--- src/rtl/pingpong_bank_ctrl_if.sv ---
// Bundle for pingpong_bank_ctrl: AXI4-Stream input, port-A write side and the reader's bank handshake.
// slave is the bank controller's view; master is the surrounding stream source / memory / reader.
interface pingpong_bank_ctrl_if #(
    parameter int ADDRBITS = 7,
    parameter int DATABITS = 16
);
    logic [DATABITS-1:0] s_axis_data_tdata;
    logic                s_axis_data_tvalid;
    logic                s_axis_data_tready;
    logic                s_axis_data_tlast;
    logic [ADDRBITS-1:0] addra;
    logic [DATABITS-1:0] dina;
    logic                wea;
    logic                banka;
    logic                bankb;
    logic                readyb;
    logic                finishb;
    logic [15:0]         frames_done;
    logic                tlast_err;

    modport slave (
        input  s_axis_data_tdata, s_axis_data_tvalid, s_axis_data_tlast, finishb,
        output s_axis_data_tready, addra, dina, wea, banka, bankb, readyb, frames_done, tlast_err
    );

    modport master (
        output s_axis_data_tdata, s_axis_data_tvalid, s_axis_data_tlast, finishb,
        input  s_axis_data_tready, addra, dina, wea, banka, bankb, readyb, frames_done, tlast_err
    );
endinterface

--- src/rtl/pingpong_bank_ctrl.sv ---
// Two-bank ping-pong frame buffer manager: fills a free bank from the stream, presents full banks in order.
// Define PPCTRL_TLAST_CHECK_EN to check tlast against the frame length and raise the sticky tlast_err.
//
//   bank state | meaning
//   EMPTY      | bank may be claimed and written by the stream writer
//   FULL       | bank holds a complete frame, owned by the reader until finishb
module pingpong_bank_ctrl #(
    parameter int ADDRBITS = 7,
    parameter int DATABITS = 16,
    parameter int MEMDEPTH = 128
) (
    input logic                 clk,
    input logic                 rst,
    pingpong_bank_ctrl_if.slave bus
);

    typedef enum logic {EMPTY = 1'b0, FULL = 1'b1} bank_state_e;

    localparam logic [ADDRBITS-1:0] LAST_ADDR = ADDRBITS'(MEMDEPTH - 1);

    bank_state_e         bank_state [2];
    logic                wbank;
    logic                banka_q;
    logic                bankb_q;
    logic [ADDRBITS-1:0] wcnt;
    logic [ADDRBITS-1:0] addra_q;
    logic [DATABITS-1:0] dina_q;
    logic                wea_q;
    logic                readyb_q;
    logic [15:0]         frames_done_q;

    logic tready;
    logic accept;
    logic last_beat;
    logic early_last;
    logic release_b;

    // wbank is the writer's bank and moves as soon as the last beat is taken, so the
    // stream never stalls between frames; banka trails it by one cycle to stay aligned with wea.
    always_comb begin
        tready     = rst & (bank_state[wbank] == EMPTY);
        accept     = tready & bus.s_axis_data_tvalid;
        last_beat  = accept & (wcnt == LAST_ADDR);
        release_b  = readyb_q & bus.finishb;
`ifdef PPCTRL_TLAST_CHECK_EN
        early_last = accept & bus.s_axis_data_tlast & (wcnt != LAST_ADDR);
`else
        early_last = 1'b0;
`endif
    end

    always_ff @(posedge clk) begin
        if (!rst) begin
            bank_state[0] <= EMPTY;
            bank_state[1] <= EMPTY;
            wbank         <= 1'b0;
            banka_q       <= 1'b0;
            bankb_q       <= 1'b0;
            wcnt          <= '0;
            addra_q       <= '0;
            dina_q        <= '0;
            wea_q         <= 1'b0;
            readyb_q      <= 1'b0;
            frames_done_q <= '0;
        end else begin
            wea_q   <= accept;
            banka_q <= wbank;
            if (accept) begin
                addra_q <= wcnt;
                dina_q  <= bus.s_axis_data_tdata;
            end

            if (last_beat) begin
                wcnt              <= '0;
                bank_state[wbank] <= FULL;
                wbank             <= ~wbank;
            end else if (early_last) begin
                wcnt <= '0;
            end else if (accept) begin
                wcnt <= wcnt + 1'b1;
            end

            // The writer only claims EMPTY banks and the reader only releases FULL ones,
            // so these two updates never target the same bank in one edge.
            if (release_b) begin
                bank_state[bankb_q] <= EMPTY;
                bankb_q             <= ~bankb_q;
                frames_done_q       <= frames_done_q + 16'd1;
            end

            readyb_q <= (bank_state[bankb_q] == FULL) & ~bus.finishb;
        end
    end

`ifdef PPCTRL_TLAST_CHECK_EN
    logic tlast_err_q;

    always_ff @(posedge clk) begin
        if (!rst) begin
            tlast_err_q <= 1'b0;
        end else if ((last_beat & ~bus.s_axis_data_tlast) | early_last) begin
            tlast_err_q <= 1'b1;
        end
    end

    assign bus.tlast_err = tlast_err_q;
`else
    assign bus.tlast_err = 1'b0;
`endif

    assign bus.s_axis_data_tready = tready;
    assign bus.addra              = addra_q;
    assign bus.dina               = dina_q;
    assign bus.wea                = wea_q;
    assign bus.banka              = banka_q;
    assign bus.bankb              = bankb_q;
    assign bus.readyb             = readyb_q;
    assign bus.frames_done        = frames_done_q;

endmodule
--- src/flat_wrapper.sv ---
// flat-port wrapper written by rule: the top's interface ports become plain ports
module pingpong_bank_ctrl_flat 
#(
    parameter int ADDRBITS = 7,
    parameter int DATABITS = 16,
    parameter int MEMDEPTH = 128
)
  (clk, rst, bus_s_axis_data_tdata, bus_s_axis_data_tvalid, bus_s_axis_data_tlast, bus_finishb, bus_s_axis_data_tready, bus_addra, bus_dina, bus_wea, bus_banka, bus_bankb, bus_readyb, bus_frames_done, bus_tlast_err);
  pingpong_bank_ctrl_if #(.ADDRBITS(ADDRBITS), .DATABITS(DATABITS)) bus_i ();
  input logic clk;
  input logic rst;
  input wire logic [$bits(bus_i.s_axis_data_tdata)-1:0] bus_s_axis_data_tdata;
  input wire logic [$bits(bus_i.s_axis_data_tvalid)-1:0] bus_s_axis_data_tvalid;
  input wire logic [$bits(bus_i.s_axis_data_tlast)-1:0] bus_s_axis_data_tlast;
  input wire logic [$bits(bus_i.finishb)-1:0] bus_finishb;
  output wire logic [$bits(bus_i.s_axis_data_tready)-1:0] bus_s_axis_data_tready;
  output wire logic [$bits(bus_i.addra)-1:0] bus_addra;
  output wire logic [$bits(bus_i.dina)-1:0] bus_dina;
  output wire logic [$bits(bus_i.wea)-1:0] bus_wea;
  output wire logic [$bits(bus_i.banka)-1:0] bus_banka;
  output wire logic [$bits(bus_i.bankb)-1:0] bus_bankb;
  output wire logic [$bits(bus_i.readyb)-1:0] bus_readyb;
  output wire logic [$bits(bus_i.frames_done)-1:0] bus_frames_done;
  output wire logic [$bits(bus_i.tlast_err)-1:0] bus_tlast_err;
  assign bus_i.s_axis_data_tdata = bus_s_axis_data_tdata;
  assign bus_i.s_axis_data_tvalid = bus_s_axis_data_tvalid;
  assign bus_i.s_axis_data_tlast = bus_s_axis_data_tlast;
  assign bus_i.finishb = bus_finishb;
  assign bus_s_axis_data_tready = bus_i.s_axis_data_tready;
  assign bus_addra = bus_i.addra;
  assign bus_dina = bus_i.dina;
  assign bus_wea = bus_i.wea;
  assign bus_banka = bus_i.banka;
  assign bus_bankb = bus_i.bankb;
  assign bus_readyb = bus_i.readyb;
  assign bus_frames_done = bus_i.frames_done;
  assign bus_tlast_err = bus_i.tlast_err;
  pingpong_bank_ctrl #(.ADDRBITS(ADDRBITS), .DATABITS(DATABITS), .MEMDEPTH(MEMDEPTH)) u_core (.clk(clk), .rst(rst), .bus(bus_i));
endmodule
--- config.mk ---
export PLATFORM = sky130hd
export DESIGN_NAME = pingpong_bank_ctrl_flat
export DESIGN_NICKNAME = d
export VERILOG_FILES = /design/src/rtl/pingpong_bank_ctrl_if.sv /design/src/rtl/pingpong_bank_ctrl.sv /design/src/flat_wrapper.sv
export SDC_FILE = /design/constraint.sdc
export NUM_CORES = 1
export LEC_CHECK = 0
export CORE_MARGIN = 4
export CORE_UTILIZATION = 39
export DETAILED_ROUTE_END_ITERATION = 12
export PLACE_DENSITY = 0.68
export SYNTH_ARGS = -nofsm -noshare
export SYNTH_HDL_FRONTEND = slang
export SYNTH_SLANG_ARGS = --single-unit
--- constraint.sdc ---
create_clock -name clk -period 2.6 [get_ports clk]
set_clock_uncertainty 0.2 [all_clocks]
set_input_delay 0.52 -clock clk [delete_from_list [all_inputs] [get_ports clk]]
set_output_delay 0.52 -clock clk [all_outputs]
set_load 0.05 [all_outputs]
==> reports/results.ini, run 1 <==
[sta]
fin_ws_ns=0.2921
grt_setup_unrepaired=no
period_needed_ns=2.308
setup_violations=0
tightest_slew_ns=0.5246
finalMaxSlewViolations=0
min_period_over_period=0.8877
max_freq_mhz=433.3
tns_ns=0
slew_headroom=0.6491
hold_violations=0

[pwr]
p_int_mw=1.164
p_leak_nw=1.020
power_mw=1.527
powerDensity_nw_per_um2=511.0
pwr-share-comb=0.108
vdd_drop_max_mv=0.2253
swShare=0.2380
p_switching_uw=363.5
seq_power_share=0.566
power_frac_clock=0.326

[floorplan]
io_pins=66
rows=27
die_y_um=83.02
dieArea_sq_um=6891
start_util=0.4010
core_sq_um=5473
die_w_um=83.02

[grt]
overflow=0
first_global_vias=1730
antenna_found_initial=0
grt_pass1_wl_um=7872
grt_max_degree=46
track_usage=0.1348

[logic_synthesis]
synthAdderAreaFrac=0.01140
synth_mux_area_frac=0.01140
post_synth_and_or_nand_nor_area_fraction=0.2360
synth_xor_area_frac=0.06784
yosysWarnings=0
synth_cells=245
synth_compound_area_frac=0.1220
synth_largest_area_cell=dfxtp_1
synth_top_family_by_area=simple AND/OR/NAND/NOR gates
synth_area_leaders=dfxtp_1 (50%), nand2_1 (9.7%), a21oi_1 (5.5%)
synth.net_count=268
yosysSeqAreaShare=0.5017
synth_top_cell_area_share=0.5017
ys_types=38
ys_ff_latch=55
synth_area_sq_um=2195
syn_avg_cell_area_sq_um=8.958

[worst_setup_path]
slowest_delay_ns=0.84
cp_slowest_cell=clkdlybuf4s50_1
critPathKind=reg2out
required_ns=1.88
cp_num_buf_inv=1
reg2reg_slack_ns=0.82
crit_fanout=6
cp_cell_sequence=clkdlybuf4s50_1
endpoint_kind=output port
critical_path_arrival_ns=1.59
worst-path-stages=1
r2r-end=u_core.wcnt[6]$_SDFFE_PP0P_
critPathTopFamily=buffers and inverters
start_kind=register
startpoint=u_core.bus.frames_done[7]$_SDFFE_PN0P_
r2r_cells=4

[cts]
htreeDepth=2
post-cts-setup-buffers=0
cts_hold_buf=0
cts_tree=yes
cts_buffer_depth=2
cts_root_buf=clkbuf_8
numClockSinks=55
clock_latency_ns=0.29
cts_buffers=5
clk_pin_slew_ns=0.09
cts_resized=0

[routing]
vias=1813
antenna_left=0
dr.pass1.iters=4
totalWireLength_um=4638
drc=0
routedWlPerCell_um=12.14
drt_iter0_markers=52
routed_via_density=4.746

[place]
preCtsSetupSlack_ns=0.1081
port_buffers=63
hpwl_um=3289
gp_congestion=0.7231
place_area_sq_um=2889

[layout]
area_delta_synth_final_pct=36.20
multi_input_area_sq_um=988.4
layout-drive-gt1-share=0.08710
fill_cells=538
diodes=0
layout_commonest_cell=clkdlybuf4s50_1
final_cell_mix=clkdlybuf4s50_1 (62), nand2_1 (57), dfxtp_1 (55), a21oi_1 (24), nor2_1 (21)
register_area_sq_um=1101
fin_area_sq_um=2989
utilization=0.5462
nNetsFinal=332

[worst_hold_path]
min_to=u_core.bus.dina[5]$_SDFFE_PN0P_
min_path_cells=2
min-delay-start=u_core.bus.dina[5]$_SDFFE_PN0P_
hold_class=reg2reg

[job]
max_cap_violations=0

[outcome]
outcome=finished clean

## metal layers
layer  GRT usage  part of all wire  wire length, um
met1      0.1596              0.47             2183
met2      0.2362              0.48             2237
met3     0.03770             0.039              182
met4     0.04012            0.0073               34
met5           0                 0                0
## flip-flops by register name, summed over array words and instances (netlist names), 2 cells and up, named ones only
signal,count
u_core.bank_state,2
u_core.bus.frames_done,16
u_core.bus.dina,16
u_core.bus.addra,7
u_core.wcnt,7
## synthesized netlist by cell type
library cell and instances:
nor3b_1 1, nand4_2 1, or3_1 5, buf_1 3
buf_8 1, o21ai_0 5, ha_1 2, buf_6 2
nor4b_1 1, a31oi_1 2, a22oi_1 2, inv_2 1
a21oi_2 6, xnor2_1 9, clkinv_4 1, nand2_1 57
clkbuf_1 2, nor4_1 1, or2_1 1, nor2_1 21
nand4_1 5, buf_4 2, mux2i_1 1, nor3_1 2
and2_1 2, inv_1 3, o311ai_4 1, dfxtp_1 55
and4_1 4, a21oi_1 24, nand2b_1 2, o41ai_2 1
buf_2 2, nand3_1 6, nor4_4 1, mux2_4 1
conb_1 1, xor2_1 8
## area by class of cell
class	instances	share of cell area
flip-flops and latches	55	0.3684
inverters	5	0.007953
well taps	72	0.03014
repair buffers	69	0.2294
clock buffers	8	0.03349
multi-input cells	173	0.3307
## per-stage QoR
stage,std cells,hold slack [ns]
2_1_floorplan,245,0.2559
3_3_place_gp,374,0.2418
3_5_place_dp,374,0.2464
4_1_cts,382,0.2593
5_1_grt,382,0.2850
6_report,382,0.2559
## how the worst max path moves through the flow
stage / to / slack, ns
global placement: u_core.wcnt[0]$_SDFFE_PP0P_ / 0.12
CTS: bus_frames_done[7] / 0.27
finish: bus_frames_done[7] / 0.29
floorplan: bus_s_axis_data_tready / 0.27
global route: bus_frames_done[7] / 0.22
detailed placement: u_core.wcnt[0]$_SDFFE_PP0P_ / 0.11
## power groups by stage
stage               Sequential [mW]  Combinational (mW)  Clock (mW)
detailed placement            0.884               0.167           0
CTS                           0.865               0.167       0.521
global route                  0.866               0.176       0.550
finish                        0.864               0.165       0.498
global placement              0.884               0.165           0
floorplan                     0.928              0.0586           0
## cells by family (layout without fill, tap and decap cells)
logic type                 count (synthesis)  in the layout
and+or+nand+nor                          110            110
muxes                                      2              2
buffers and inverters                     17             82
DFF                                       55             55
xor gates and xnor gates                  17             17
AOI/OAI and AO/OA                         41             41
adders and majority gates                  2              2
other                                      1              1
No activity file was read; power rests on OpenSTA's default activity.
==> inputs of run 2 (changes only) <==
- DONT_BUFFER_PORTS: default -> 1
- PLACE_DENSITY: 0.68 -> default
==> run 2 against run 1 <==
Worst hold slack got worse by 0.17 ns; clock power fell by 10%; maximum frequency grew 15%; global-route usage shrank 0.29 points; via count shrank 7.9%; wire length decreased by 4.9%; design area fell by 20%; cell count shrank 14%; worst setup slack improved by 0.29 ns.
==> reports/results.ini, run 2 (synthesis gave the netlist of run 1 again) <==
[worst_setup_path]
crit_fanout=7  ; +1
required_ns=1.88  ; about the same
rr_startpoint=u_core.bus.frames_done[9]$_SDFFE_PN0P_
endpoint_kind=output port
critPathKind=reg2out
cp_slowest_cell=mux2_4
r2r_cells=4  ; unchanged
critical_path_arrival_ns=1.29  ; -0.30 ns
reg2reg_slack_ns=0.64  ; -0.18 ns
worst-path-stages=3  ; +2
cp_num_buf_inv=1  ; unchanged
critPathTopFamily=multiplexers
cp_cell_sequence=mux2_4, nor2_1, buf_4
r2r-end=u_core.bus.frames_done[15]$_SDFFE_PN0P_
slowest_delay_ns=0.35  ; -0.49 ns
start_kind=register

[sta]
finalMaxSlewViolations=0  ; unchanged
slew_headroom=0.5920  ; -0.05715
holdWs_ns=0.08791  ; -0.1680 ns
tightest_slew_ns=0.6112  ; +0.08654 ns
max_freq_mhz=496.3  ; +15%
min_period_over_period=0.7749  ; -0.1128
setup_violations=0  ; unchanged
hold_violations=0  ; unchanged
tns_ns=0  ; unchanged
grt_setup_unrepaired=no
period_needed_ns=2.015  ; -0.2932 ns

[worst_hold_path]
min_to=u_core.bus.readyb$_SDFF_PN0_
min-delay-start=bus_finishb
min_path_cells=1  ; -1
hold_class=in2reg

[layout]
area_delta_synth_final_pct=9.236
nNetsFinal=278  ; -16%
fill_cells=563  ; +4.6%
final_cell_mix=nand2_1 (57), dfxtp_1 (55), a21oi_1 (24), nor2_1 (21), buf_4 (15)
layout-drive-gt1-share=0.1328  ; +0.04572
layout_commonest_cell=nand2_1
diodes=0  ; unchanged

[cts]
cts_resized=0  ; unchanged
cts_buffers=5  ; unchanged
clock_latency_ns=0.30  ; about the same
post-cts-setup-buffers=0  ; unchanged
cts_root_buf=clkbuf_8
cts_hold_buf=0  ; unchanged
cts_buffer_depth=2  ; unchanged
htreeDepth=2  ; unchanged
numClockSinks=55  ; unchanged
clk_pin_slew_ns=0.09  ; about the same
cts_tree=yes

[routing]
totalWireLength_um=4409  ; -4.9%
dr.pass1.iters=4  ; unchanged
routedWlPerCell_um=13.44  ; +11%
drc=0  ; unchanged
drt_iter0_markers=55  ; +5.8%
antenna_left=0  ; unchanged
routed_via_density=5.088  ; +7.2%
vias=1669  ; -7.9%

[outcome]
outcome=finished clean

[grt]
first_global_vias=1565  ; -9.5%
grt_pass1_wl_um=7652  ; -2.8%
antenna_found_initial=0  ; unchanged
grt_max_degree=46  ; unchanged
track_usage=0.1320  ; -0.002853
overflow=0  ; unchanged

[floorplan]
start_util=0.4010  ; unchanged
die_y_um=83.02  ; unchanged
core_sq_um=5473  ; unchanged
io_pins=66  ; unchanged
die_w_um=83.02  ; unchanged
dieArea_sq_um=6891  ; unchanged
rows=27  ; unchanged

[place]
hpwl_um=3129  ; -4.9%
port_buffers=0  ; -100%
gp_congestion=0.7722  ; +6.8%

[pwr]
powerDensity_nw_per_um2=591.7  ; +16%
vdd_drop_max_mv=0.2081  ; -7.6%
power_mw=1.419  ; -7.1%
p_leak_nw=0.8285  ; -19%

[job]
max_cap_violations=0  ; unchanged

==> run 2: layout make-up <==
| class | count | area [sq um] | share of cell area |
|---|---|---|---|
| Sequential cell | 55 | 1101 | 0.4593 |
| Multi-Input combinational cell | 173 | 988.4 | 0.4123 |
| Timing Repair Buffer | 15 | 112.6 | 0.04697 |
| Tap cell | 72 | 90.09 | 0.03758 |
| Clock buffer | 7 | 76.32 | 0.03184 |
| Inverter | 5 | 23.77 | 0.009916 |
| Clock inverter | 1 | 5.005 | 0.002088 |
==> run 2: worst register-to-register path, cell delays in order (launching register included) <==
cell,delay (ns)
dfxtp_1,0.71
and4_1,0.36
nand4_1,0.12
or3_1,0.36
a21oi_1,0.15
==> run 2: where the power goes <==
group	leakage, nW	switching, mW	total [mW]	internal, mW
Sequential	0.445	0.0544	0.911	0.856
Combinational	0.341	0.0450	0.0615	0.0165
Clock	0.0422	0.256	0.446	0.190
==> run 2: metrics by stage <==
| step | cells | instance area, sq um | worst slack, ns | util |
|---|---|---|---|---|
| 3_3_place_gp | 320 | 2316 | 0.5024 | 0.4232 |
| 5_1_grt | 328 | 2397 | 0.4587 | 0.4380 |
| 4_1_cts | 328 | 2397 | 0.5551 | 0.4380 |
| 6_report | 328 | 2397 | 0.5853 | 0.4380 |
| 3_5_place_dp | 320 | 2316 | 0.4798 | 0.4232 |
| 2_1_floorplan | 245 | 2195 | 0.2702 | - |
==> run 2: worst max path at each step <==
stage | start | endpoint
2_1_floorplan | rst | bus_s_axis_data_tready
3_3_place_gp | bus_s_axis_data_tvalid | u_core.wcnt[0]$_SDFFE_PP0P_
3_5_place_dp | bus_s_axis_data_tvalid | u_core.wcnt[0]$_SDFFE_PP0P_
4_1_cts | register | bus_s_axis_data_tready
5_1_grt | register | bus_s_axis_data_tready
6_report | register | bus_s_axis_data_tready
==> run 2: metal layers <==
layer  GRT usage  vias to the layer above  wire length (um)  part of all wire
met5           0                        -                 0                 0
met4     0.04903                        0                70             0.016
met3     0.04365                        6               272             0.062
met2      0.2208                       39              2116              0.48
met1      0.1567                      786              1950              0.44
li1            -                      838                 -                 -
